<file path="src/rtl/uart_tx_engine.sv">
// uart_tx_engine
// Byte-serial UART transmitter (8N1 / 8N2, LSB first) with a one-byte
// holding register in front of the shift register, so the CPU can queue the
// next byte while the current frame is on the line.
//
// Ports
//   sysclk    : clock, all logic on the rising edge
//   reset     : synchronous, active-high reset; aborts any frame in flight
//   TX_DATA   : byte to send, sampled only when TX_EN is accepted
//   TX_EN     : one-cycle write strobe, accepted only while TX_STATUS=1
//   TX_STATUS : 1 = holding register empty
//   TX_BUSY   : 1 = frame in progress
//   TX_DONE   : one-cycle pulse when the final stop bit completes
//   UART_TX   : registered serial line, idles high
//
// state    | meaning
// ---------+-----------------------------------------------------------
// ST_IDLE  | line high, waiting for the holding register to fill
// ST_START | start bit (line low) for one bit period
// ST_DATA  | eight data bits, bit 0 first, one bit period each
// ST_STOP  | line high for STOP_BITS bit periods, then done pulse

module uart_tx_engine #(
   parameter int CLKS_PER_BIT = 10417,
   parameter int STOP_BITS    = 1
) (
   input  logic       sysclk,
   input  logic       reset,
   input  logic [7:0] TX_DATA,
   input  logic       TX_EN,
   output logic       TX_STATUS,
   output logic       TX_BUSY,
   output logic       TX_DONE,
   output logic       UART_TX
);

   localparam int STOP_CLKS = STOP_BITS * CLKS_PER_BIT;
   localparam int CNT_W     = (STOP_CLKS > 1) ? $clog2(STOP_CLKS) : 1;

   // The bit timer is a down-counter reloaded at every bit boundary, so each
   // bit lasts exactly CLKS_PER_BIT cycles and no error accumulates.
   localparam logic [CNT_W-1:0] BIT_LOAD  = CNT_W'(CLKS_PER_BIT - 1);
   localparam logic [CNT_W-1:0] STOP_LOAD = CNT_W'(STOP_CLKS - 1);

   localparam logic [1:0] ST_IDLE  = 2'd0;
   localparam logic [1:0] ST_START = 2'd1;
   localparam logic [1:0] ST_DATA  = 2'd2;
   localparam logic [1:0] ST_STOP  = 2'd3;

   logic [1:0]       state;
   logic             hold_valid;
   logic [7:0]       hold_data;
   logic [7:0]       shifter;
   logic [2:0]       bit_idx;
   logic [CNT_W-1:0] baud_cnt;
   logic             tx_q;
   logic             done_q;

   assign TX_STATUS = ~hold_valid;
   assign TX_BUSY   = (state != ST_IDLE);
   assign TX_DONE   = done_q;
   assign UART_TX   = tx_q;

   always_ff @(posedge sysclk) begin
      if (reset) begin
         state      <= ST_IDLE;
         hold_valid <= 1'b0;
         hold_data  <= 8'h00;
         shifter    <= 8'h00;
         bit_idx    <= 3'd0;
         baud_cnt   <= '0;
         tx_q       <= 1'b1;
         done_q     <= 1'b0;
      end else begin
         done_q <= 1'b0;

         // Accept only into an empty hold; the hold-to-shifter transfer below
         // requires a full hold, so the two never collide.
         if (TX_EN && !hold_valid) begin
            hold_valid <= 1'b1;
            hold_data  <= TX_DATA;
         end

         case (state)
            ST_IDLE: begin
               if (hold_valid) begin
                  state      <= ST_START;
                  shifter    <= hold_data;
                  hold_valid <= 1'b0;
                  tx_q       <= 1'b0;
                  baud_cnt   <= BIT_LOAD;
               end
            end

            ST_START: begin
               if (baud_cnt == '0) begin
                  state    <= ST_DATA;
                  tx_q     <= shifter[0];
                  baud_cnt <= BIT_LOAD;
               end else begin
                  baud_cnt <= baud_cnt - CNT_W'(1);
               end
            end

            ST_DATA: begin
               if (baud_cnt == '0) begin
                  bit_idx <= bit_idx + 3'd1;
                  if (bit_idx == 3'd7) begin
                     state    <= ST_STOP;
                     tx_q     <= 1'b1;
                     baud_cnt <= STOP_LOAD;
                  end else begin
                     tx_q     <= shifter[1];
                     shifter  <= {1'b0, shifter[7:1]};
                     baud_cnt <= BIT_LOAD;
                  end
               end else begin
                  baud_cnt <= baud_cnt - CNT_W'(1);
               end
            end

            ST_STOP: begin
               if (baud_cnt == '0) begin
                  done_q <= 1'b1;
                  // A queued byte starts immediately: no extra idle bit.
                  if (hold_valid) begin
                     state      <= ST_START;
                     shifter    <= hold_data;
                     hold_valid <= 1'b0;
                     tx_q       <= 1'b0;
                     baud_cnt   <= BIT_LOAD;
                  end else begin
                     state <= ST_IDLE;
                  end
               end else begin
                  baud_cnt <= baud_cnt - CNT_W'(1);
               end
            end

            default: begin
               state <= ST_IDLE;
               tx_q  <= 1'b1;
            end
         endcase
      end
   end

endmodule

</file>
<file path="config.mk">
export PLATFORM = sky130hd
export DESIGN_NAME = uart_tx_engine
export DESIGN_NICKNAME = d
export VERILOG_FILES = /design/src/rtl/uart_tx_engine.sv
export SDC_FILE = /design/constraint.sdc
export NUM_CORES = 1
export LEC_CHECK = 0
export ABC_AREA = 0
export BUFFER_PORTS_ARGS = -buffer_cell sky130_fd_sc_hd__buf_2
export CAP_MARGIN = 15
export CORE_MARGIN = 10
export CORE_UTILIZATION = 49
export DETAILED_ROUTE_END_ITERATION = 12
export PLACE_DENSITY_LB_ADDON = 0.25
export SYNTH_ARGS = -nofsm -noshare
export SYNTH_HDL_FRONTEND = slang
export SYNTH_SLANG_ARGS = --single-unit
export TNS_END_PERCENT = 20
</file>
<file path="constraint.sdc">
create_clock -name sysclk -period 1.7 [get_ports sysclk]
set_clock_uncertainty 0.05 [all_clocks]
set_input_delay 0.085 -clock sysclk [delete_from_list [all_inputs] [get_ports sysclk]]
set_output_delay 0.085 -clock sysclk [all_outputs]
set_load 0.03 [all_outputs]
</file>
; ---- Word-level counts from Yosys, hierarchy flattened
; Cells that the tools add are included.
[word_totals]
regBits = 38
inputBits = 11
out_inout_bits = 4
wordCells = 61
[op_classes]
n_addsub = 2
n_eq_ne = 10
muxes = 27
bitwise = 2
reduce_logical = 12
[ops]
columns = operator, count
row1 = two-way mux 14 bit, 3
row2 = one-hot mux 14 bit (3 select lines), 1
row3 = two-way mux 8 bit, 4
row4 = one-hot mux 8 bit (3 select lines), 1
row5 = logical NOT 14 bit, 1
row6 = "subtractor 14 x 1 -> 14 bit, second input constant", 1
row7 = "inequality test 2 bit, second input constant", 6
row8 = two-way mux 1 bit, 10
row9 = two-way mux 2 bit, 5
row10 = one-hot mux 2 bit (4 select lines), 1
row11 = AND reduction 5 bit, 1
row12 = "== test 2 bit, second input constant", 2
row13 = one-hot mux 1 bit (4 select lines), 1
row14 = AND reduction 4 bit, 1
row15 = OR reduction 2 bit, 2
row16 = "adder 3 x 1 -> 3 bit, second input constant", 1
row17 = "== test 3 bit, second input constant", 1
row18 = AND reduction 3 bit, 1
row19 = nonzero test 3 bit, 1
row20 = "== test 2 x 1 -> 1 bit, second input constant", 1
row21 = logical NOT 2 bit, 1
row22 = NOT 1 bit, 2
row23 = one-hot mux 1 bit (2 select lines), 1
row24 = AND reduction 2 bit, 1
row25 = 3 further kinds, 3

; ---- Logic depth before layout (Yosys ltp)
; Gate-level depths: netlist of the first run.
[logic_depth]
depth_word = 6
ltp_mapped = 9
mapped_depth_nobuf = 7

; ---- Worst setup path before layout of the first run
; No wires, ideal clock.
[synth_path]
path_kind = reg2reg
start = reg baud_cnt[0]
end = reg state[0]
setup_ns = 0.096
arrival_ns = 1.706
required_ns = 1.554
path_slack_ns = -0.152
stages_incl_launch_ff = 8
n_path_buf = 0
synth_period_minus_slack_ns = 1.852
path_cell_list = dfxtp_1 > inv_1 > ha_1 > nor3b_1 > and4_4 > o22ai_2 > or4_1 > o311ai_1
[synth_via]
elab_chain_len = 3
elab_cells_between_ends = 5
classes_between = 3 x eq/ne / 2 x reduce/logical
[synth_rtl]
columns = item, line_no
row1 = "start, declared", 55  ; logic [CNT_W-1:0] baud_cnt;
row2 = "start signal, assigned", 101  ; baud_cnt <= baud_cnt - CNT_W'(1);
row3 = "start signal, assigned", 118  ; baud_cnt <= baud_cnt - CNT_W'(1);
row4 = "start signal, assigned", 136  ; baud_cnt <= baud_cnt - CNT_W'(1);
row5 = logical NOT 14 bit (*), "96, 106, 123"
row6 = inequality test 2 bit (no source line), n/a
row7 = AND reduction 5 bit (no source line) (*), n/a
row8 = "end signal, assigned", 97  ; state <= ST_DATA;
row9 = "end signal, assigned", 109  ; state <= ST_STOP;
row10 = "end signal, assigned", 127  ; state <= ST_START;
row11 = "end, declared", 50  ; logic [1:0] state;
; Mark *: on every way between the ends. The rest lies on a longest branch, timed or not.
; A chain may end at the register's enable or synchronous reset.

; ---- Worst setup path in the final report of the first run
[layout_path]
start = reg baud_cnt[4]
end = reg baud_cnt[9]
[layout_via]
elab_chain_len = 3
elab_cells_between_ends = 5
classes_between = 1 x add/sub / 3 x mux / 1 x reduce/logical
[layout_rtl]
columns = item, line_no
row1 = subtractor 14 x 1 -> 14 bit / logical NOT 14 bit (equally long branches), n/a
row2 = two-way mux 14 bit (on tied branches), "123, 96"
row3 = one-hot mux 14 bit (3 select lines) (*), 84  ; case (state)
; Marks and branches as above.

==> results of run 1 <==
## flip-flops by register name, indices dropped and copies added, names as in the netlist
register and flops:
TX_DONE 1, UART_TX 1, baud_cnt 14, bit_idx 3, hold_data 8, hold_valid 1, shifter 8, state 2
## cell usage in the layout, fill, tap and decap left out, types with 7 or more instances in the layout
cell type,n
a21oi_1,22
dlygate4sd3_1,8
nand3_1,8
nor2_1,23
nand2_1,33
dfxtp_1,32
o21ai_0,7
buf_4,43
mux2i_1,9
buf_2,14
## where the power goes
part | leakage [nW] | internal (mW) | switching, mW
clock network | 0.0504 | 0.436 | 0.340
registers | 0.313 | 1.13 | 0.174
logic | 0.781 | 1.58 | 1.72
total | 1.14 | 3.14 | 2.23
## worst min-delay path, cell delays in order
cell and delay, ps:
buf_2 120, nor2_1 80, a211oi_1 50
## area by class of cell
type / count / area [µm²]
Tap cell: 50 / 62.6
Clock buffer: 5 / 68.8
Fill cell: 311 / 1240
Multi-Input combinational cell: 180 / 1240
Sequential cell: 38 / 768
Clock inverter: 3 / 45.0
Timing Repair Buffer: 68 / 507
Inverter: 9 / 33.8
## metrics by stage
stage	total power, mW	worst slack, ps	setup TNS [ps]	cell area [µm²]	util (%)
2_1_floorplan	3.17	-70.3	-450	2010	-
3_3_place_gp	4.04	-101	-806	2390	60.3
3_5_place_dp	4.10	-181	-1940	2390	60.3
4_1_cts	5.08	-116	-332	2650	66.8
5_1_grt	5.73	-182	-1810	2730	68.7
6_report	5.38	-108	-338	2730	68.7
## Yosys cell counts (all sizes together)
master,n
a211oi,9
a21o,2
a21oi,24
a31oi,4
a41oi,1
and2,1
and3,1
and4,1
and4b,1
buf,7
clkbuf,5
dfxtp,38
ha,8
inv,9
mux2i,9
nand2,35
nand2b,3
nand3,8
nand3b,2
nand4,1
nand4b,1
nor2,27
nor2b,1
nor3,7
nor3b,2
nor4,4
o21a,2
o21ai,10
o22ai,4
o311ai,1
o31ai,2
o32a,1
or3,1
or3b,1
or4,2
xor2,3
## cell families after synthesis
| kind of cell | count (synthesis) | synth area share, % |
|---|---|---|
| compound gates | 60 | 20.0 |
| xor+xnor | 3 | 1.32 |
| fa+ha+maj | 8 | 5.02 |
| buf+inv | 21 | 5.27 |
| flops | 38 | 38.2 |
| mux | 9 | 4.52 |
| simple gates | 99 | 25.7 |
## per-layer routing
metal  vias up  global-route usage [%]  routed length [µm]
li1        971                       -                   -
met1       899                    16.9                2250
met2        56                    22.0                2350
met3         7                    3.22                 289
met4         0                    5.94                  75
met5         -                       0                   0
## worst paths after layout
kind | endpoint | slack [ps]
setup / recovery | baud_cnt[9]$_SDFF_PP0_ | -110
hold reg to reg | hold_data[3]$_SDFFE_PP0P_ | 410
setup reg to reg | baud_cnt[9]$_SDFF_PP0_ | -110
hold / removal | hold_valid$_SDFF_PP0_ | 40
## what timing repair did
action | 4_1_cts | 5_1_grt
gates cloned | 0 | 1
pin swaps | 9 | 9
buffers inserted | 2 | 1
gates resized for setup | 18 | 18
hold buffers | 8 | 0
endpoints found under the setup margin | 24 | 29
endpoints found under the hold margin | 8 | 0
==> reports/results.tsv, run 1 <==
stage	metric	value	unit
run_status	outcome	finished with violations	
run_status	violated checks	negative setup slack	
synth	Yosys reg bits	38	
worst_setup_path	CP delay by family, top	simple AND/OR/NAND/NOR gates	
sta	max frequency	553	MHz
worst_setup_path	Crit path depth	5	
worst_setup_path	critical path, cell by cell	or4_4 > nor3_4 > nand3b_1 > or3_1 > o21ai_1	
layout	fin cells	353	
synth	top cells by area, synth	dfxtp_1 38%, nand2_1 6.6%, a21oi_1 6.0%, nor2_1 5.1%, ha_1 5.0%	
place	GPL Wtd Cong	0.929	
floorplan	Initial Util	50.2	%
synth	synth unique cells	47	
clocking	TritonCTS buffer count	5	
floorplan	Die Wd	83.8	µm
worst_setup_path	Critical Path RT	1880	ps
sta	Worst Tran Pin Value	316	ps
grt	first-pass GRT wire length	8270	µm
floorplan	chip height	83.8	µm
min_path	worst hold path class	input pin to register	
layout	Layout area overhead	36.8	%
worst_setup_path	WP data arrival	1980	ps
route	post-DR vias/cell	5.48	
pwr	Pwr Density	1970	nW/µm²
synth	Cells after Synth	238	
worst_setup_path	Crit. Startpoint	baud_cnt[4]$_SDFF_PP0_	
grt	largest net degree at the start of global routing	18	
min_path	Hold Crit Depth	3	
synth	area share of the largest cell type after synthesis	38.2	%
sta	Setup-failing EPs final	7	
worst_setup_path	Worst Setup End Kind	register	
clocking	CTS H-tree lvls	2	
route	residual DRC count	0	
layout	n_diodes	0	
clocking	Clock Path Buffers	2	
worst_setup_path	CP Launch Type	register	
pwr	LEAKAGE	1.14	nW
route	final wirelength	4970	µm
sta	fin crit period	1810	ps
sta	period utilisation layout	106	%
floorplan	die area	7020	µm²
layout	final net count	321	
sta	Rel. slew slack	78.9	%
sta	Hold WS	43.9	ps
place	hpwl dp	3380	µm
worst_setup_path	cells on worst reg2reg path	5	
synth	syn nets	257	
synth	synthesized cell area	1990	µm²
grt	GR Util All Layers	13.7	%
clocking	CTS root buffer	clkbuf_8	
grt	remaining global-route overflow	0	
clocking	Clock Latency Late Sink	290	ps
pwr	Max VDD drop	0.00103	V
sta	count of final max-slew check failures	0	
synth	Avg Inst Size Synth	8.37	µm²
route	First DRT Iteration DRCs	132	
floorplan	Boundary Pins	15	
synth	register area share after synthesis	38.2	%
worst_setup_path	worst reg2reg startpoint	baud_cnt[4]$_SDFF_PP0_	
sta	unrepaired setup endpoints after global routing	true	
sta	final hold violations	0	
grt	number of global-route vias before repair	1869	
clocking	CTS Sinks	38	
layout	share of layout cells above drive strength 1	36.0	%
route	Routed Antenna Nets	0	
worst_setup_path	Worst Path Max Fanout	5	
floorplan	total core area	3970	µm²
synth	yosys warns	0	
clocking	Clock Pin Slew Worst Setup and Hold Paths	80	ps
clocking	CTS tree	built	
place	port bufs	14	
min_path	beginning of the worst hold path	TX_EN	
synth	cell taking the most area after synthesis	dfxtp_1	
flow_run	max-cap violations	0	
floorplan	site row count	23	
worst_setup_path	worst path bufs/invs	0	
route	routed len/inst	14.1	µm
worst_setup_path	Largest stage delay, worst path	570	ps
worst_setup_path	critical path type	register to register	
route	via count	1933	
worst_setup_path	critical-path cell with the highest stage delay	or4_4	
grt	initial antenna violation count	0	
route	drt pass-1 iters	4	
sta	final setup margin	-108	ps
place	placed cell count	333	
Note: power is estimated with default switching activity, not from simulation.
==> run 2: changes to the inputs <==
--- a/config.mk
+++ b/config.mk
@@ -9,7 +9,7 @@
 export BUFFER_PORTS_ARGS = -buffer_cell sky130_fd_sc_hd__buf_2
 export CAP_MARGIN = 15
 export CORE_MARGIN = 10
-export CORE_UTILIZATION = 49
+export CORE_UTILIZATION = 45
 export DETAILED_ROUTE_END_ITERATION = 12
 export PLACE_DENSITY_LB_ADDON = 0.25
 export SYNTH_ARGS = -nofsm -noshare
==> reports/results.tsv, run 2 (synthesis results as in run 1) <==
stage	metric	value	unit	change
place	GPL Wtd Cong	0.925		was 0.929
route	post-DR vias/cell	5.28		was 5.48
worst_setup_path	WP data arrival	1960	ps	was 1980 ps
grt	GR Util All Layers	13.3	%	was 13.7%
pwr	cell-internal power	3.15	mW	was 3.14 mW
sta	Setup-failing EPs final	7		unchanged
clocking	TritonCTS buffer count	5		unchanged
place	port bufs	14		unchanged
pwr	Sw Ratio	40.9	%	was 41.5%
pwr	power consumption	5.33	mW	was 5.38 mW
pwr	Max VDD drop	0.000986	V	was 0.00103 V
route	routed len/inst	13.4	µm	was 14.1 µm
layout	Layout area overhead	38.9	%	was 36.8%
grt	largest net degree at the start of global routing	18		unchanged
route	via count	1923		was 1933
clocking	CTS H-tree lvls	2		unchanged
place	pre-CTS setup slack	-164	ps	was -181 ps
floorplan	chip height	86.6	µm	was 83.8 µm
pwr	Sequential Power Share	24.3	%	about the same
layout	Most flops, register	baud_cnt		unchanged
worst_setup_path	CP Launch Type	register		unchanged
layout	final net count	330		was 321
pwr	combinational share of power	63.5	%	was 61.3%
layout	n_diodes	0		unchanged
floorplan	Initial Util	46.1	%	was 50.2%
worst_setup_path	Critical Path RT	1870	ps	was 1880 ps
floorplan	site row count	24		was 23
pwr	switching pwr	2.18	mW	was 2.23 mW
worst_setup_path	Largest stage delay, worst path	570	ps	about the same
sta	final setup margin	-82.4	ps	was -108 ps
floorplan	die area	7490	µm²	was 7020 µm²
sta	max frequency	561	MHz	was 553 MHz
pwr	Pwr Density	1930	nW/µm²	was 1970 nW/µm²
run_status	violated checks	negative setup slack		unchanged
pwr	Clk pwr share	12.2	%	was 14.4%
sta	final hold violations	0		unchanged
floorplan	Die Wd	86.6	µm	was 83.8 µm
worst_setup_path	critical path, cell by cell	or4_4 > nor3_4 > buf_4 > buf_4 > buf_4 > a31oi_1 > o21ai_1		was or4_4 > nor3_4 > nand3b_1 > or3_1 > o21ai_1
worst_setup_path	cells on worst reg2reg path	7		was 5
route	final wirelength	4890	µm	was 4970 µm
layout	commonest non-fill, non-tap cells in the layout	54 x buf_4, 35 x nand2_1, 31 x dfxtp_1		was 43 x buf_4, 33 x nand2_1, 32 x dfxtp_1
grt	number of global-route vias before repair	1763		was 1869
layout	Top Registers	baud_cnt (14), hold_data (8), shifter (8)		unchanged
sta	Rel. slew slack	76.0	%	was 78.9%
worst_setup_path	critical path type	register to register		unchanged
route	Routed Antenna Nets	0		unchanged
grt	first-pass GRT wire length	8160	µm	was 8270 µm
sta	fin crit period	1780	ps	was 1810 ps
sta	count of final max-slew check failures	0		unchanged
worst_setup_path	Worst Path Max Fanout	5		unchanged
clocking	Clock Pin Slew Worst Setup and Hold Paths	80	ps	about the same
clocking	CTS root buffer	clkbuf_8		unchanged
flow_run	max-cap violations	0		unchanged
min_path	worst hold path class	input pin to register		unchanged
floorplan	Boundary Pins	15		unchanged
route	drt pass-1 iters	4		unchanged
sta	Worst Tran Pin Value	360	ps	was 316 ps
route	First DRT Iteration DRCs	95		was 132
sta	unrepaired setup endpoints after global routing	true		unchanged
layout	max reg flops	14		unchanged
layout	Fillers	386		was 311
min_path	Hold Crit Depth	3		unchanged
place	hpwl dp	3390	µm	was 3380 µm
clocking	Clock Latency Late Sink	290	ps	about the same
pwr	LEAKAGE	1.17	nW	was 1.14 nW
floorplan	total core area	4320	µm²	was 3970 µm²
worst_setup_path	Worst Setup End Kind	register		unchanged
sta	period utilisation layout	105	%	was 106%
worst_setup_path	critical-path cell with the highest stage delay	or4_4		unchanged
clocking	CTS Sinks	38		unchanged
worst_setup_path	cell repeated most along the worst path	buf_4		
layout	share of layout cells above drive strength 1	36.2	%	was 36.0%
clocking	Clock Path Buffers	2		unchanged
grt	initial antenna violation count	0		unchanged
layout	most common cell after layout, fill and taps aside	buf_4		unchanged
grt	remaining global-route overflow	0		unchanged
clocking	CTS tree	built		unchanged
run_status	outcome	finished with violations		unchanged
route	residual DRC count	0		unchanged
sta	setup TNS	-267	ps	was -338 ps
==> run 2: critical path, delay by kind of cell (launching register included) <==
family                 cells  cell delay (ps)
flip-flops                 1              330
buffers and inverters      3              350
AND/OR/NAND/NOR            2              790
AO/OA/AOI/OAI              2              200
==> run 2: layer usage <==
layer  share of wire [%]  vias up  GRT usage (%)
met5                   0        -              0
met4                 1.1        0           4.42
met3                 5.7        5           3.66
met2                  45       42           19.7
met1                  48      884           18.0
li1                    -      992              -
==> run 2: final cells by class <==
class                      instances  area [µm²]  share of cell area [%]
inverter                           9        33.8                    1.22
timing repair buffer              77         567                    20.5
clock buffer                       6        82.6                    2.98
sequential                        38         769                    27.8
tap                               52        65.1                    2.35
multi-input combinational        180        1240                    44.7
clock inverter                     2        12.5                   0.452
==> run 2: path summary, 6_finish.rpt <==
| kind | from | end | slack [ps] |
|---|---|---|---|
| max | baud_cnt[2]$_SDFF_PP0_ | baud_cnt[11]$_SDFF_PP0_ | -80 |
| min | TX_EN | hold_valid$_SDFF_PP0_ | 40 |
| max reg2reg | baud_cnt[2]$_SDFF_PP0_ | baud_cnt[11]$_SDFF_PP0_ | -80 |
| min reg2reg | hold_data[4]$_SDFFE_PP0P_ | hold_data[4]$_SDFFE_PP0P_ | 400 |
==> run 2: stage by stage <==
| stage | area, µm² | utilization, % | instances | hold slack, ps |
|---|---|---|---|---|
| floorplan | 2010 | - | 238 | 171 |
| global placement | 2410 | 55.8 | 337 | 275 |
| detailed placement | 2410 | 55.8 | 337 | 283 |
| CTS | 2680 | 61.9 | 361 | 24.4 |
| global route | 2770 | 64.0 | 364 | 49.5 |
| finish | 2770 | 64.0 | 364 | 37.8 |
==> run 2: power by group through the flow <==
stage                     registers [mW]  logic (mW)  clock network [mW]
final                               1.29        3.39               0.649
after global routing                1.33        3.71               0.694
after CTS                           1.29        3.13               0.672
after detailed placement            1.30        2.82                   0
after global placement              1.29        2.79                   0
after floorplan                     1.33        1.84                   0
==> run 2: timing repair <==
item / 4_1_cts / 5_1_grt
endpoints found under the setup margin: 20 / 26
hold endpoints to repair: 8 / 0
pin swaps: 9 / 13
setup buffers: 7 / 3
hold buffers: 8 / 0
gates resized for setup: 14 / 16
cloned: 1 / 0
==> run 3: changes to the inputs <==
--- a/config.mk
+++ b/config.mk
@@ -10,9 +10,9 @@
 export CAP_MARGIN = 15
 export CORE_MARGIN = 10
 export CORE_UTILIZATION = 45
+export CTS_BUF_LIST = sky130_fd_sc_hd__clkbuf_4 sky130_fd_sc_hd__clkbuf_8 sky130_fd_sc_hd__clkbuf_16
 export DETAILED_ROUTE_END_ITERATION = 12
 export PLACE_DENSITY_LB_ADDON = 0.25
 export SYNTH_ARGS = -nofsm -noshare
 export SYNTH_HDL_FRONTEND = slang
 export SYNTH_SLANG_ARGS = --single-unit
-export TNS_END_PERCENT = 20
==> reports/results.tsv, run 3 (synthesis results as in run 1) <==
stage	metric	value	unit	change
run_status	outcome	finished with violations		unchanged
run_status	violated checks	negative setup slack		unchanged
worst_setup_path	Worst Path Max Fanout	4		was 5
sta	fin crit period	1830	ps	was 1780 ps
place	DP Area	2420	µm²	was 2410 µm²
layout	share of layout cells above drive strength 1	38.5	%	was 36.2%
layout	Top Registers	baud_cnt (14), hold_data (8), shifter (8)		unchanged
sta	Setup-failing EPs final	15		was 7
worst_setup_path	Worst Setup End Kind	register		unchanged
pwr	LEAKAGE	1.20	nW	was 1.17 nW
route	routed len/inst	14.6	µm	was 13.4 µm
clocking	TritonCTS buffer count	5		unchanged
clocking	Clock Pin Slew Worst Setup and Hold Paths	80	ps	about the same
clocking	CTS tree	built		unchanged
sta	Hold WS	52.0	ps	was 37.8 ps
place	port bufs	14		unchanged
route	final wirelength	5260	µm	was 4890 µm
clocking	CTS H-tree lvls	2		unchanged
min_path	beginning of the worst hold path	TX_EN		unchanged
grt	remaining global-route overflow	0		unchanged
worst_setup_path	WP data arrival	1970	ps	was 1960 ps
floorplan	site row count	24		unchanged
grt	largest net degree at the start of global routing	17		was 18
grt	met3 Use GR	3.75	%	was 3.66%
layout	final core utilization	65.9	%	was 64.0%
sta	unrepaired setup endpoints after global routing	true		unchanged
grt	met1 Usage GRT	18.0	%	about the same
grt	number of global-route vias before repair	1922		was 1763
route	post-DR vias/cell	5.45		was 5.28
place	GPL Wtd Cong	0.789		was 0.925
sta	final setup margin	-127	ps	was -82.4 ps
grt	first-pass GRT wire length	8840	µm	was 8160 µm
route	residual DRC count	0		unchanged
layout	Most flops, register	baud_cnt		unchanged
sta	count of final max-slew check failures	0		unchanged
sta	Worst Tran Pin Value	344	ps	was 360 ps
layout	Fillers	365		was 386
place	hpwl dp	3450	µm	was 3390 µm
flow_run	max-cap violations	0		unchanged
clocking	CTS root buffer	clkbuf_8		unchanged
sta	max frequency	547	MHz	was 561 MHz
pwr	power consumption	5.81	mW	was 5.33 mW
floorplan	die area	7490	µm²	unchanged
worst_setup_path	Crit. Startpoint	baud_cnt[2]$_SDFF_PP0_		unchanged
min_path	worst hold path class	input pin to register		unchanged
grt	busiest layer in global routing	met2		unchanged
grt	M2 GR Usage	23.8	%	was 19.7%
layout	n_diodes	0		unchanged
route	First DRT Iteration DRCs	132		was 95
layout	final net count	327		was 330
route	drt pass-1 iters	4		unchanged
layout	most common cell after layout, fill and taps aside	buf_4		unchanged
pwr	Pwr Density	2040	nW/µm²	was 1930 nW/µm²
route	via count	1969		was 1923
worst_setup_path	critical path type	register to register		unchanged
worst_setup_path	Critical Path RT	1850	ps	was 1870 ps
floorplan	Initial Util	46.1	%	unchanged
floorplan	Die Wd	86.6	µm	unchanged
worst_setup_path	CP Launch Type	register		unchanged
sta	period utilisation layout	107	%	was 105%
route	Routed Antenna Nets	0		unchanged
worst_setup_path	worst reg2reg startpoint	baud_cnt[2]$_SDFF_PP0_		unchanged
clocking	Clock Latency Late Sink	290	ps	about the same
layout	max reg flops	14		unchanged
grt	GR Util All Layers	14.4	%	was 13.3%
pwr	Max VDD drop	0.000894	V	was 0.000986 V
grt	initial antenna violation count	0		unchanged
layout	post-route cell area	2850	µm²	was 2770 µm²
sta	Rel. slew slack	77.0	%	was 76.0%
layout	Layout area overhead	43.0	%	was 38.9%
clocking	Clock Path Buffers	2		unchanged
floorplan	total core area	4320	µm²	unchanged
sta	final hold violations	0		unchanged
clocking	CTS Sinks	38		unchanged
place	placed cell count	336		was 337
layout	commonest non-fill, non-tap cells in the layout	48 x buf_4, 32 x nand2_1, 31 x dfxtp_1		was 54 x buf_4, 35 x nand2_1, 31 x dfxtp_1
floorplan	Boundary Pins	15		unchanged
floorplan	chip height	86.6	µm	unchanged
layout	fin cells	361		was 364
sta	setup TNS	-729	ps	was -267 ps
place	pre-CTS setup slack	-137	ps	was -164 ps
[run 3: cell count changes in the layout (fill, tap and decap cells not counted), moves of 2 or more]
cell / change
nand2_2: +2
bufinv_16: +2
buf_4: -6
buf_6: +3
nor2_1: -2
nand2_1: -3
[run 3: worst max-delay path, cell delays in order (launching register included)]
cell	delay, ps
dfxtp_2	340
nor4_4	370
and4_4	320
o22ai_4	80
or4_1	470
o311ai_1	90
[run 3: final timing paths]
kind	to	slack, ps	depth (start not counted)
hold / removal	hold_valid$_SDFF_PP0_	50	3
setup reg to reg	state[0]$_SDFFE_PP0P_	-130	5
hold reg to reg	hold_data[3]$_SDFFE_PP0P_	410	2
setup / recovery	state[0]$_SDFFE_PP0P_	-130	5
[run 3: final cells by class]
class                   instances  area [µm²]  share of cell area (%)
multi-input cells             180        1290                    45.2
clock inverters                 3        68.8                    2.41
clock buffers                   5        68.8                    2.41
flip-flops and latches         38         769                    27.0
inverters                       9        33.8                    1.19
repair buffers                 74         556                    19.5
well taps                      52        65.1                    2.28
[run 3: timing repair]
action	in CTS	in global routing
cloned	1	0
hold buffers	8	0
hold endpoints to repair	8	0
pin swaps	12	13
endpoints found under the setup margin	19	29
resized for setup	24	17
buffers inserted	7	2
[run 3: metal layers]
layer  share of wire, %  up-vias
met5                  0        -
met4                1.2        0
met3                4.6        7
met2                 49       39
met1                 46      937
li1                   -      986
[run 3: report_power, final]
| group | internal [mW] | total, mW | switching, mW |
|---|---|---|---|
| clock | 0.588 | 0.919 | 0.331 |
| sequential | 1.13 | 1.31 | 0.182 |
| combinational | 1.76 | 3.58 | 1.82 |
